$ cat src/rtl/iob_asym_fifo_ctrl.sv
// Sequences an external asymmetric 2-port RAM as a FIFO: enables, wrapping addresses, occupancy in min-width units.
// Flags and r_valid are registered; optional IOB_ASYM_FIFO_ERR_EN adds sticky overflow/underflow outputs.
module iob_asym_fifo_ctrl #(
    parameter int W_DATA_W = 32,
    parameter int R_DATA_W = 8,
    parameter int ADDR_W   = 10,
    localparam int MAXDATA_W = (W_DATA_W > R_DATA_W) ? W_DATA_W : R_DATA_W,
    localparam int MINDATA_W = (W_DATA_W > R_DATA_W) ? R_DATA_W : W_DATA_W,
    localparam int N         = MAXDATA_W / MINDATA_W,
    localparam int MINADDR_W = ADDR_W - $clog2(N),
    localparam int W_ADDR_W  = (W_DATA_W == MAXDATA_W) ? MINADDR_W : ADDR_W,
    localparam int R_ADDR_W  = (R_DATA_W == MAXDATA_W) ? MINADDR_W : ADDR_W,
    localparam int W_INC     = W_DATA_W / MINDATA_W,
    localparam int R_DEC     = R_DATA_W / MINDATA_W
) (
    input  logic                ap_clk,
    input  logic                ap_rst_n,
    input  logic                flush,
    input  logic                w_en,
    input  logic [W_DATA_W-1:0] w_data,
    output logic                w_full,
    input  logic                r_en,
    output logic [R_DATA_W-1:0] r_data,
    output logic                r_valid,
    output logic                r_empty,
    output logic [ADDR_W:0]     level,
    output logic                ram_w_en,
    output logic [W_DATA_W-1:0] ram_w_data,
    output logic [W_ADDR_W-1:0] ram_w_addr,
    output logic                ram_r_en,
    output logic [R_ADDR_W-1:0] ram_r_addr,
`ifdef IOB_ASYM_FIFO_ERR_EN
    output logic                overflow,
    output logic                underflow,
`endif
    input  logic [R_DATA_W-1:0] ram_r_data
);

    localparam logic [ADDR_W:0] W_INC_L  = (ADDR_W+1)'(W_INC);
    localparam logic [ADDR_W:0] R_DEC_L  = (ADDR_W+1)'(R_DEC);
    localparam logic [ADDR_W:0] FULL_THR = (ADDR_W+1)'((1 << ADDR_W) - W_INC);

    logic                wr_ok, rd_ok;
    logic [W_ADDR_W-1:0] w_ptr_q, w_ptr_d;
    logic [R_ADDR_W-1:0] r_ptr_q, r_ptr_d;
    logic [ADDR_W:0]     level_q, level_d;
    logic                w_full_q, w_full_d;
    logic                r_empty_q, r_empty_d;
    logic                r_valid_q, r_valid_d;

    always_comb begin
        wr_ok   = w_en & ~w_full_q & ~flush;
        rd_ok   = r_en & ~r_empty_q & ~flush;
        w_ptr_d = w_ptr_q + (wr_ok ? W_ADDR_W'(1) : '0);
        r_ptr_d = r_ptr_q + (rd_ok ? R_ADDR_W'(1) : '0);
        level_d = level_q + (wr_ok ? W_INC_L : '0) - (rd_ok ? R_DEC_L : '0);
        if (flush) begin
            w_ptr_d = '0;
            r_ptr_d = '0;
            level_d = '0;
        end
        // Flags look ahead at the next level so they are correct the cycle it lands.
        w_full_d  = (level_d > FULL_THR);
        r_empty_d = (level_d < R_DEC_L);
        r_valid_d = rd_ok;
    end

    always_ff @(posedge ap_clk or negedge ap_rst_n) begin
        if (!ap_rst_n) begin
            w_ptr_q   <= '0;
            r_ptr_q   <= '0;
            level_q   <= '0;
            w_full_q  <= 1'b0;
            r_empty_q <= 1'b1;
            r_valid_q <= 1'b0;
        end else begin
            w_ptr_q   <= w_ptr_d;
            r_ptr_q   <= r_ptr_d;
            level_q   <= level_d;
            w_full_q  <= w_full_d;
            r_empty_q <= r_empty_d;
            r_valid_q <= r_valid_d;
        end
    end

`ifdef IOB_ASYM_FIFO_ERR_EN
    logic overflow_q, overflow_d, underflow_q, underflow_d;

    always_comb begin
        overflow_d  = flush ? 1'b0 : (overflow_q | (w_en & w_full_q));
        underflow_d = flush ? 1'b0 : (underflow_q | (r_en & r_empty_q));
    end

    always_ff @(posedge ap_clk or negedge ap_rst_n) begin
        if (!ap_rst_n) begin
            overflow_q  <= 1'b0;
            underflow_q <= 1'b0;
        end else begin
            overflow_q  <= overflow_d;
            underflow_q <= underflow_d;
        end
    end

    assign overflow  = overflow_q;
    assign underflow = underflow_q;
`endif

    assign ram_w_en   = wr_ok;
    assign ram_w_data = w_data;
    assign ram_w_addr = w_ptr_q;
    assign ram_r_en   = rd_ok;
    assign ram_r_addr = r_ptr_q;
    assign r_data     = ram_r_data;
    assign r_valid    = r_valid_q;
    assign w_full     = w_full_q;
    assign r_empty    = r_empty_q;
    assign level      = level_q;

endmodule

$ cat config.mk
export PLATFORM = sky130hd
export DESIGN_NAME = iob_asym_fifo_ctrl
export DESIGN_NICKNAME = d
export VERILOG_FILES = /design/src/rtl/iob_asym_fifo_ctrl.sv
export SDC_FILE = /design/constraint.sdc
export NUM_CORES = 1
export LEC_CHECK = 0
export CAP_MARGIN = 10
export CORE_MARGIN = 2
export CORE_UTILIZATION = 35
export DETAILED_ROUTE_END_ITERATION = 10
export MAX_ROUTING_LAYER = met4
export PLACE_DENSITY_LB_ADDON = 0.08
export SYNTH_ARGS = -nofsm -noshare
export SYNTH_HDL_FRONTEND = slang
export SYNTH_SLANG_ARGS = --single-unit
export TNS_END_PERCENT = 5
$ cat constraint.sdc
create_clock -name ap_clk -period 3.2 [get_ports ap_clk]
set_input_delay 0.48 -clock ap_clk [delete_from_list [all_inputs] [get_ports ap_clk]]
set_output_delay 0.48 -clock ap_clk [all_outputs]
set_load 0.005 [all_outputs]
## Word-level counts from Yosys, hierarchy flattened

Cells that the tools add are included.

- Register bits after elaboration: 32
- Input port bits: 45
- Output and inout bits: 74
- Logic and storage cells: 26

- $add $sub $neg: 4
- Order comparisons: 2
- Muxes and demuxes: 7
- Bitwise operators: 7

Operator list:

| cell | number |
|---|---|
| adder 11 x 3 -> 11 bit | 1 |
| greater-than comparator 11 x 10 -> 1 bit (second input constant) | 1 |
| less-than comparator 11 x 1 -> 1 bit (second input constant) | 1 |
| two-way mux 11 bit | 1 |
| subtractor 11 x 1 -> 11 bit | 1 |
| adder 10 x 1 -> 10 bit | 1 |
| two-way mux 10 bit | 1 |
| adder 8 x 1 -> 8 bit | 1 |
| two-way mux 8 bit | 1 |
| bitwise AND 1 bit | 4 |
| two-way mux 1 bit | 3 |
| two-way mux 3 bit | 1 |
| NOT 1 bit | 3 |

## Depth between registers and ports, before layout

- Word-level depth: 8
- Depth in mapped cells: 16

## Least setup slack after synthesis

No wires, ideal clock.

- Path type: input port to flip-flop
- From: input flush
- To: register w_full_q, in the netlist w_full
- Library setup time: 0.092 ns
- Arrival time: 3.589 ns
- Data required time: 3.108 ns
- Path slack: -0.480 ns
- Cell stages on the path: 15
- Path through: clkbuf_1 -> buf_6 -> clkbuf_1 -> nor3b_1 -> ha_1 -> inv_1 -> ha_1 -> inv_1 -> fa_1 -> nand2b_1 -> a21o_1 -> a211o_1 -> o2111a_1 -> or4_4 -> o31ai_2

- Elaborated cells between the ends (all ways): 9
- Those cells by class: add/sub: 2; order compare: 1; mux: 3; bitwise: 3

RTL lines:

| item | line | source |
|---|---|---|
| start, declared | 18 | `input logic flush,` |
| NOT 1 bit | 53 | `rd_ok = r_en & ~r_empty_q & ~flush;` |
| bitwise AND 1 bit | 53 |  |
| via ram_r_en | 30 | `output logic ram_r_en,` |
| two-way mux 1 bit | 56 | `level_d = level_q + (wr_ok ? W_INC_L : '0) - (rd_ok ? R_DEC_L : '0);` |
| subtractor 11 x 1 -> 11 bit | 56 |  |
| two-way mux 11 bit | 57 | `if (flush) begin` |
| greater-than comparator 11 x 10 -> 1 bit | 63 | `w_full_d = (level_d > FULL_THR);` |
| via w_full_d | 47 | `logic w_full_q, w_full_d;` |
| end signal, assigned | 80 | `w_full_q <= w_full_d;` |
| end, declared | 47 |  |

The timed path passes the listed nets, and every way through them passes these cells.

## Worst setup path after layout

- From: input r_en
- To: register w_full_q, in the netlist w_full

- Cells in the longest elaborated chain, start to end: 6

Ends and longest elaborated chain:

| item | line | source |
|---|---|---|
| start, declared | 22 | `input logic r_en,` |
| bitwise AND 1 bit (2 in a row) | 53 |  |
| two-way mux 1 bit | 56 |  |
| subtractor 11 x 1 -> 11 bit | 56 |  |
| two-way mux 11 bit | 57 |  |
| greater-than comparator 11 x 10 -> 1 bit | 63 |  |
| via w_full_d | 47 |  |

The timed path passes the listed nets, and every way through them passes these cells.

==> results by group <==
Floorplan
  • # rows: 28
  • Starting Density: 0.3655
  • Die area: just under 0.007 sq mm
  • Core area: between 0.005 and 0.006 sq mm
  • Ports: 119
  • Die X: 82.87 um
  • Die Ht: 82.87 um

Critical path
  • CP bufs+invs: 3
  • Critical path class: primary input to flip-flop
  • Worst setup EP type: flip-flop
  • CP top delay family: simple AND/OR/NAND/NOR gates
  • R2R Setup Slk: 0.24 ns
  • Critical Path RT: around 3.4 ns
  • Crit path DAT: roughly 3.2 ns
  • End of the worst register-to-register path: w_full$_DFF_PN0_
  • Critical path startpoint category: primary input
  • Reg2reg start: w_full$_DFF_PN0_
  • Critical path's largest stage delay: roughly 0.53 ns
  • CP max FO: 2
  • Reg2reg path depth: 9
  • Cell count along the critical path: 13
  • Crit path cell chain: clkdlybuf4s50_1, nor3b_4, ha_1, inv_1, ha_2, inv_2, fa_2, nand2b_4, a21o_1, a211o_1, o2111a_1, or4_4, o31ai_4
  • CP max-delay cell: or4_4

Clock tree
  • CTS tree: done
  • Max H-tree Level: 2
  • Clock Latency Late Sink: 0.28 ns
  • Clock transition at path regs: 0.08 ns
  • Clock Path Buffers: 2
  • Root buffer cell: clkbuf_8
  • CTS Buf Count: 5
  • Clock sinks: 32
  • Cts hold-fix bufs: 0

Pwr
  • Pwr Density: 921.4 mW/mm^2
  • Peak supply drop: 0.4651 mV
  • Sequential share of power: 0.217
  • Clock Power Share: 0.161
  • Combinational share of power: 0.623
  • Switching Share: 0.3872
  • Leak: 1.224 nW
  • Sw Pwr: 0.9432 mW
  • Int Power: between 1 and 1.5 mW

Timing
  • Relative slew slack: 0.7199
  • Final setup fails: 0
  • Post-route clock period utilization: 0.9512
  • Clk_skew: approximately 0.0092 ns
  • Tightest Pin Transition: ~0.42 ns
  • RSZ-0062 raised after global routing: no
  • Crit path time final: 3.044 ns
  • Max Slew Vio Count: 0
  • Final hold violation count: 0
  • Fmax: approximately 330 MHz

Synth
  • Yosys reg bits: 32
  • Mapped cell area: about 0.0022 sq mm
  • Post-synth cell types: 42
  • Count leader, synth: buf_4
  • Sequential share of the synthesized area: 0.3684
  • Area leader, netlist: dfrtp_1
  • Mapped Avg Cell Area: around 9.2 sq um
  • Synth async-reset ratio: 1.000
  • EDFF count, synth: 0
  • Ranking of synthesized cells by area: dfrtp_1, buf_4, ha_1
  • Post-synthesis cell count: 237
  • Post-Syn Nets: 298
  • Commonest cells post-synth: buf_4, dfrtp_1, nor2_1, inv_1, ha_1
  • Main flop type after synthesis: dfrtp_1
  • Share of the synthesized area in the top cell type: 0.3563
  • Synthesis Warnings: 0

Final layout
  • N_diodes: 0
  • Fin nets: 319
  • Layout Utilization: 0.4439
  • Layout cells sized above 1: 0.1622
  • Layout Cell Area excl Fill: about 0.0026 sq mm
  • Area grow syn2layout: 21.44%
  • Fill count: 597

Flow run
  • Max-cap violations: 0

Hold path
  • Hold Path Sink: ram_w_addr[7]$_DFF_PN0_
  • Hold Crit Class: flip-flop to flip-flop
  • Hold Path Cell Cnt: 2
  • Hold path start: ram_w_addr[7]$_DFF_PN0_

Place
  • Placed Area: 0.002515 sq mm
  • Port bufs: 38
  • Placer Congestion: 0.7825
  • HPWL Detailed: 3.390 mm

Route
  • # DRC: 0
  • First DRT Iteration DRCs: 102
  • Detailed Route WL: 4.620 mm
  • DRT Pass-1 Iters: 4
  • Via count: between 1500 and 2000
  • Wirelength per Cell: 13.83 um
  • Detail Route Antenna Nets: 0
  • DR vias/cell: 4.680

GRT
  • Largest net degree at the start of global routing: 37
  • Vias in the first global route: 1597
  • Total gr overflow: 0
  • All-Layer GR Usage: 0.1436
  • Initial antenna violation count: 0
  • Global-route wire length before repair: 7.755 mm

Outcome
  • Status: complete, no violations
what timing repair did:
item / 4_1_cts / 5_1_grt
endpoints found under the setup margin: 1 / 1
setup buffers: 0 / 1
gates cloned: 0 / 0
pin swaps: 0 / 8
gates resized for setup: 1 / 2
sequential cells by signal, summed over array words and instances (netlist names):
signal	count
level	11
ram_r_addr	10
ram_w_addr	8
r_empty	1
r_valid	1
w_full	1
layout by cell type (no fill, tap or decap), types with 3 or more instances in the layout:
| cell type | count |
|---|---|
| nor2_1 | 30 |
| nor3b_1 | 4 |
| o21ai_0 | 7 |
| and3_1 | 3 |
| xnor2_1 | 8 |
| nor3_1 | 3 |
| clkbuf_8 | 5 |
| inv_1 | 21 |
| a21oi_1 | 6 |
| dfrtp_1 | 31 |
| xor2_1 | 10 |
| a31oi_1 | 3 |
| nand2_1 | 4 |
| ha_1 | 13 |
| nor2b_1 | 5 |
| nand3_1 | 10 |
| clkdlybuf4s50_1 | 36 |
| buf_4 | 20 |
area by class of cell:
cell class              count  area [sq um]  area share
multi-input cells         139          1022      0.3867
flip-flops and latches     32         802.0      0.3034
clock buffers               5         68.82     0.02603
well taps                  75         93.84     0.03549
repair buffers             58         531.8      0.2011
inverters                  22         82.58     0.03124
clock inverters             3         42.54     0.01609
worst max-delay path by stage:
stage,from,to
after global routing,r_en,w_full$_DFF_PN0_
after global placement,flush,w_full$_DFF_PN0_
after floorplan,flush,w_full$_DFF_PN0_
final,r_en,w_full$_DFF_PN0_
after detailed placement,flush,w_full$_DFF_PN0_
after CTS,w_en,w_full$_DFF_PN0_
power groups by stage:
stage / logic, mW / registers [mW] / clock network, mW
finish: 1.52 / 0.528 / 0.391
global route: 1.70 / 0.537 / 0.428
CTS: 1.50 / 0.529 / 0.409
detailed placement: 1.48 / 0.536 / 0
global placement: 1.49 / 0.538 / 0
floorplan: 0.898 / 0.533 / 0
kinds of logic (layout without fill, tap and decap cells):
group,count (synthesis),after routing,synth area share
fa+ha+maj,16,16,0.09540
xor+xnor,18,18,0.07241
compound gates,25,25,0.07644
mux,1,1,0.004598
buf+inv,66,88,0.1862
simple gates,79,79,0.1966
flops,32,32,0.3684
routing by layer:
metal	GRT usage	vias up	wire length [um]
met2	0.2258	35	2196
met3	0.04076	10	259
li1	-	789	-
met1	0.1758	729	2108
met5	-	-	0
met4	0.05365	0	55
stage by stage:
step | setup TNS (ns) | power, mW | std cells | hold WS, ns | worst slack [ns]
3_3_place_gp | -0.6966 | 2.033 | 325 | 0.5226 | -0.2966
4_1_cts | 0 | 2.434 | 333 | 0.5584 | 0.04828
6_report | 0 | 2.436 | 334 | 0.5413 | 0.1562
2_1_floorplan | 0 | 1.431 | 237 | 0.1844 | 0.009929
5_1_grt | 0 | 2.664 | 334 | 0.5835 | 0.007783
3_5_place_dp | -0.8028 | 2.019 | 325 | 0.5372 | -0.3468
worst min-delay path: stages (launching register included):
cell     delay [ns]
dfrtp_1        0.36
xor2_1         0.07
nor2_1         0.07
Note: power is estimated with default switching activity, not from simulation.
==> edit 1: new RTL, config.mk and constraints unchanged <==
Register the output `level` once more, cleared by the reset; this adds one clock of latency there. The other outputs are not delayed to match. Comments in the files are not updated.
--- a/src/rtl/iob_asym_fifo_ctrl.sv
+++ b/src/rtl/iob_asym_fifo_ctrl.sv
@@ -114,7 +114,13 @@
     assign r_valid    = r_valid_q;
     assign w_full     = w_full_q;
     assign r_empty    = r_empty_q;
-    assign level      = level_q;
+    always_ff @(posedge ap_clk or negedge ap_rst_n) begin
+        if (!ap_rst_n) begin
+            level <= '0;
+        end else begin
+            level <= level_q;
+        end
+    end
 
 endmodule
 
Check against the original RTL: not equivalent (Yosys sat finds a counterexample within 4 cycles, from zero or initial values and one cycle with ap_rst_n low).
==> edit 1 against the original RTL <==
Clock skew down 0.0053 ns. Highest routed layer unchanged. Power up 8.0%. Largest cell class is now sequential cells. Clock power down 5.6%. First-iteration DRC count down 33%. Wire length up 6.0%. Sequential share of layout area up 6.3 points. Fmax down 1.3%. Final area up 11%. Area after synthesis up 13%. Sequential cell count up 11. Setup slack worse by 0.041 ns.
==> edit 1: results (changes against the original RTL) <==
| Metric | Value |
|---|---|
| Status | `complete, no violations` |
| Met2 Routed Length | `2.160 mm (-1.6%)` |
| Flop pwr share | `0.278 (+0.061)` |
| M1 WL | `2.364 mm (+12%)` |
| Post-synthesis sequential area ratio | `0.4391 (+0.07067)` |
| Fillers | `656 (+9.9%)` |
| Net count after synthesis | `309 (+3.7%)` |
| Comb_multi_in | `139 (unchanged)` |
| Complex-gate fraction of the synthesized area | `0.06833 (-0.008104)` |
| Max layer used | `met4` |
| Max stage delay cell, worst path | `clkdlybuf4s50_1` |
| Synth top cells by count | `dfrtp_1, buf_4, nor2_1` |
| Max IR drop VDD | `0.4486 mV (-3.5%)` |
| Clk cell area share | `0.03409 (-0.008034)` |
| YS warnings | `0 (unchanged)` |
| Global routing usage on met2 | `0.2094 (-0.01644)` |
| DP HPWL | `3.698 mm (+9.1%)` |
| Synth async-reset ratio | `1.000 (unchanged)` |
| Port bufs | `38 (unchanged)` |
| Final Net Count | `330 (+3.4%)` |
| Sequential cells | `43 (+34%)` |
| Post-DP Area | `2825 µm² (+12%)` |
| Post-synthesis cell type count | `43 (+2.4%)` |
| Register Area | `1077 µm² (+34%)` |
| Share of layout cells above drive strength 1 | `0.1704 (+0.008208)` |
| Initial DRC count | `68 (-33%)` |
| Slew margin rel. | `0.3703 (-0.3496)` |
| Crit-path max cell delay | `0.47 ns (-0.06 ns)` |
| Worst-path clk slew | `0.08 ns (about the same)` |
| Worst EP arrival | `3.29 ns (+0.05 ns)` |
| Post-synthesis xor/xnor area fraction | `0.06425 (-0.008161)` |
| First-pass GRT wire length | `8.079 mm (+4.2%)` |
| Met1 Usage GRT | `0.1834 (+0.007596)` |
| Place WS | `-0.3136 ns (+0.03320 ns)` |
| Worst skew pair latency | `approximately 0.29 ns` |
| Top Family by Delay on Critical Path | `simple AND/OR/NAND/NOR gates` |
| DR WL met3 | `266 µm (+2.7%)` |
| RePlAce Congestion | `0.7880 (+0.70%)` |
| Mux cell area share after synthesis | `0.004080 (-0.0005181)` |
| NonClk Buf Share | `0.1785 (-0.02261)` |
| Largest net degree at the start of global routing | `44 (+19%)` |
| Final Instance Area | `2937 µm² (+11%)` |
| Total Routing Usage GR | `0.1407 (-0.002886)` |
| Final wirelength | `4.896 mm (+6.0%)` |
| Drt pass-1 iters | `4 (unchanged)` |
| Comb group | `1.53 mW` |
| Initial antenna violation count | `0 (unchanged)` |
| Clock buffer count | `8 (+3)` |
| Vias in the first global route | `1694 (+6.1%)` |
| Leakage | `1.353 nW (+10%)` |
| Hold Path Class | `in2async` |
| GR Layer Usage met3 | `0.03393 (-0.006825)` |
| Non-clock buffers | `58 (unchanged)` |
| Multi-input gate area | `1032 µm² (+0.98%)` |
| Top cells by area, synth | `dfrtp_1, buf_4, ha_1` |
| Via density | `4.680 (about the same)` |
| Synth Area in Adders | `0.08465 (-0.01075)` |
| Worst Skew | `0.003940 ns (-0.005259 ns)` |
| P_int | `1.652 mW (+11%)` |
## edit 1: changes by cell type after synthesis
| cell | change |
|---|---|
| a21o_1 | -1 |
| a21o_2 | +1 |
| dfrtp_1 | +11 |
## edit 1: metrics by stage
step                power, mW  cells  utilization  setup TNS, ns
floorplan               1.644    248            -              0
global placement        2.275    357       0.4158        -0.7173
detailed placement      2.265    357       0.4158        -0.7677
CTS                     2.646    365       0.4304              0
global route            2.862    366       0.4322              0
finish                  2.630    366       0.4322              0
## edit 1: path summary, 6_finish.rpt
path                            start       endpoint  slack [ns]  cells after the start
hold / removal               ap_rst_n  ram_w_addr[3]        0.33                      1
hold reg to reg            level_q[0]       level[0]        0.38                      0
max in group asynchronous    ap_rst_n      level[10]        2.28                      1
setup / recovery                 w_en         w_full        0.11                     10
min in group ap_clk        level_q[0]       level[0]        0.38                      0
setup reg to reg              r_empty         w_full        0.31                     12
## edit 1: repair_timing
item                                    CTS  global route
gates resized for setup                   1             1
endpoints found under the setup margin    1             1
setup buffers                             0             1
==> edit 2: new RTL, same flow settings <==
Without the edit above. Set the parameter `R_DATA_W` to 16 (it was 8).
--- a/src/rtl/iob_asym_fifo_ctrl.sv
+++ b/src/rtl/iob_asym_fifo_ctrl.sv
@@ -2,7 +2,7 @@
 // Flags and r_valid are registered; optional IOB_ASYM_FIFO_ERR_EN adds sticky overflow/underflow outputs.
 module iob_asym_fifo_ctrl #(
     parameter int W_DATA_W = 32,
-    parameter int R_DATA_W = 8,
+    parameter int R_DATA_W = 16,
     parameter int ADDR_W   = 10,
     localparam int MAXDATA_W = (W_DATA_W > R_DATA_W) ? W_DATA_W : R_DATA_W,
     localparam int MINDATA_W = (W_DATA_W > R_DATA_W) ? R_DATA_W : W_DATA_W,
Ports: changed (resized r_data, ram_r_data and ram_w_addr); port bits go from 119 to 136. No check against the original RTL was run, so the function may have changed too.
==> edit 2 against the original RTL <==
Via count increased by 4.2%. Wire length is 2.7% higher. Global-route usage increased by 0.38 points. Fmax increased by 0.70%. Area after synthesis increased by 4.5%. Clock power up 7.7%. Combinational power fell by 7%. Non-clock buffer count fell by 4. Power fell by 1.5%. Setup slack better by 0.021 ns. Final area decreased by 0.33%. Sequential cell count grew 1. Highest routed layer unchanged. Register-to-register slack improved by 0.12 ns.
==> edit 2: results (changes against the original RTL) <==
| Metric | Value |
|---|---|
| Sequential cells | `33 (+3.1%)` |
| M1 WL | `2.270 mm (+7.7%)` |
| Worst EP arrival | `3.23 ns (about the same)` |
| Logic pwr share | `0.592 (-0.031)` |
| Synth top cells by count | `buf_4, dfrtp_1, nor2_1` |
| Port bufs | `39 (+2.6%)` |
| Mux cell area share after synthesis | `0.01429 (+0.009696)` |
| Post-DP Area | `2504 µm² (-0.45%)` |
| Post-synthesis xor/xnor area fraction | `0.05772 (-0.01469)` |
| Initial DRC count | `73 (-28%)` |
| P_int | `1.484 mW (-0.60%)` |
| Met2 Routed Length | `2.028 mm (-7.7%)` |
| Synthesized instance count | `245 (+3.4%)` |
| Worst r2r dst | `r_empty` |
| RePlAce Congestion | `0.7964 (+1.8%)` |
| Multi-input gate area | `1018 µm² (-0.37%)` |
| Top Family by Delay on Critical Path | `adder cells` |
| Max FO, Critical Path | `3 (+1)` |
| Vias in the first global route | `1646 (+3.1%)` |
| Worst Skew | `0.007585 ns (-0.001613 ns)` |
| Actual slew at the worst max-slew pin | `0.4532 ns (+0.03306 ns)` |
| Fillers | `648 (+8.5%)` |
| Worst skew pair latency | `0.30 ns (+0.02 ns)` |
| Crit-path max cell delay | `0.47 ns (-0.06 ns)` |
| Net count after synthesis | `314 (+5.4%)` |
| Max IR drop VDD | `0.4908 mV (+5.5%)` |
| R2R depth | `11 (+2)` |
| Global routing usage on met2 | `0.1997 (-0.02609)` |
| Flop pwr share | `0.233 (+0.016)` |
| Synth Area in Adders | `0.09126 (-0.004143)` |
| Leakage | `1.184 nW (-3.3%)` |
| Top cells by area, synth | `dfrtp_1, buf_4, ha_1` |
| Largest net degree at the start of global routing | `34 (-8.1%)` |
| NonClk Buf Share | `0.1904 (-0.01073)` |
| Avg WL per Cell | `14.33 µm (+3.6%)` |
| Register Area | `827.0 µm² (+3.1%)` |
| Non-CTS inverters | `20 (-9.1%)` |
| Share of layout cells above drive strength 1 | `0.1260 (-0.03618)` |
| Clk cell area share | `0.04416 (+0.002039)` |
| Post-synthesis sequential area ratio | `0.3634 (-0.005004)` |
| Post-synthesis cell type count | `47 (+12%)` |
| Non-clock buffers | `54 (-6.9%)` |
| R2R setup slack | `0.36 ns (+0.12 ns)` |
| Total Routing Usage GR | `0.1474 (+0.003750)` |
| Via density | `4.918 (+5.1%)` |
| Worst Hold End | `ram_r_addr[9]` |
| Max stage delay cell, worst path | `clkdlybuf4s50_1` |
| Post-route insts no fill | `331 (-0.90%)` |
| Placed Cells | `323 (-0.62%)` |
| Syn Area/Cell | `9.290 µm² (+1.1%)` |
| Met1 Usage GRT | `0.1956 (+0.01982)` |
| Area growth, synth to finish | `15.78%` |
| DP HPWL | `3.509 mm (+3.5%)` |
| Status | `complete, no violations` |
| Hold Crit Start | `ram_r_addr[9]` |
| Clock buffer count | `7 (+2)` |
## edit 2: through the flow
| stage | hold slack [ns] | setup slack, ns | setup TNS [ns] |
|---|---|---|---|
| 5_1_grt | 0.5881 | 0.04145 | 0 |
| 3_5_place_dp | 0.5298 | -0.3697 | -0.5140 |
| 4_1_cts | 0.5486 | 0.1305 | 0 |
| 2_1_floorplan | 0.1844 | 0.001399 | 0 |
| 6_report | 0.5455 | 0.1774 | 0 |
| 3_3_place_gp | 0.5211 | -0.3067 | -0.4051 |
## edit 2: how the worst max path moves through the flow
stage | startpoint | endpoint | slack (ns) | cells past startpoint
global route | r_en | r_empty | 0.04 | 11
floorplan | flush | r_empty | 0.001 | 13
finish | r_en | r_empty | 0.18 | 11
detailed placement | flush | r_empty | -0.37 | 12
global placement | flush | r_empty | -0.31 | 12
CTS | r_en | r_empty | 0.13 | 11
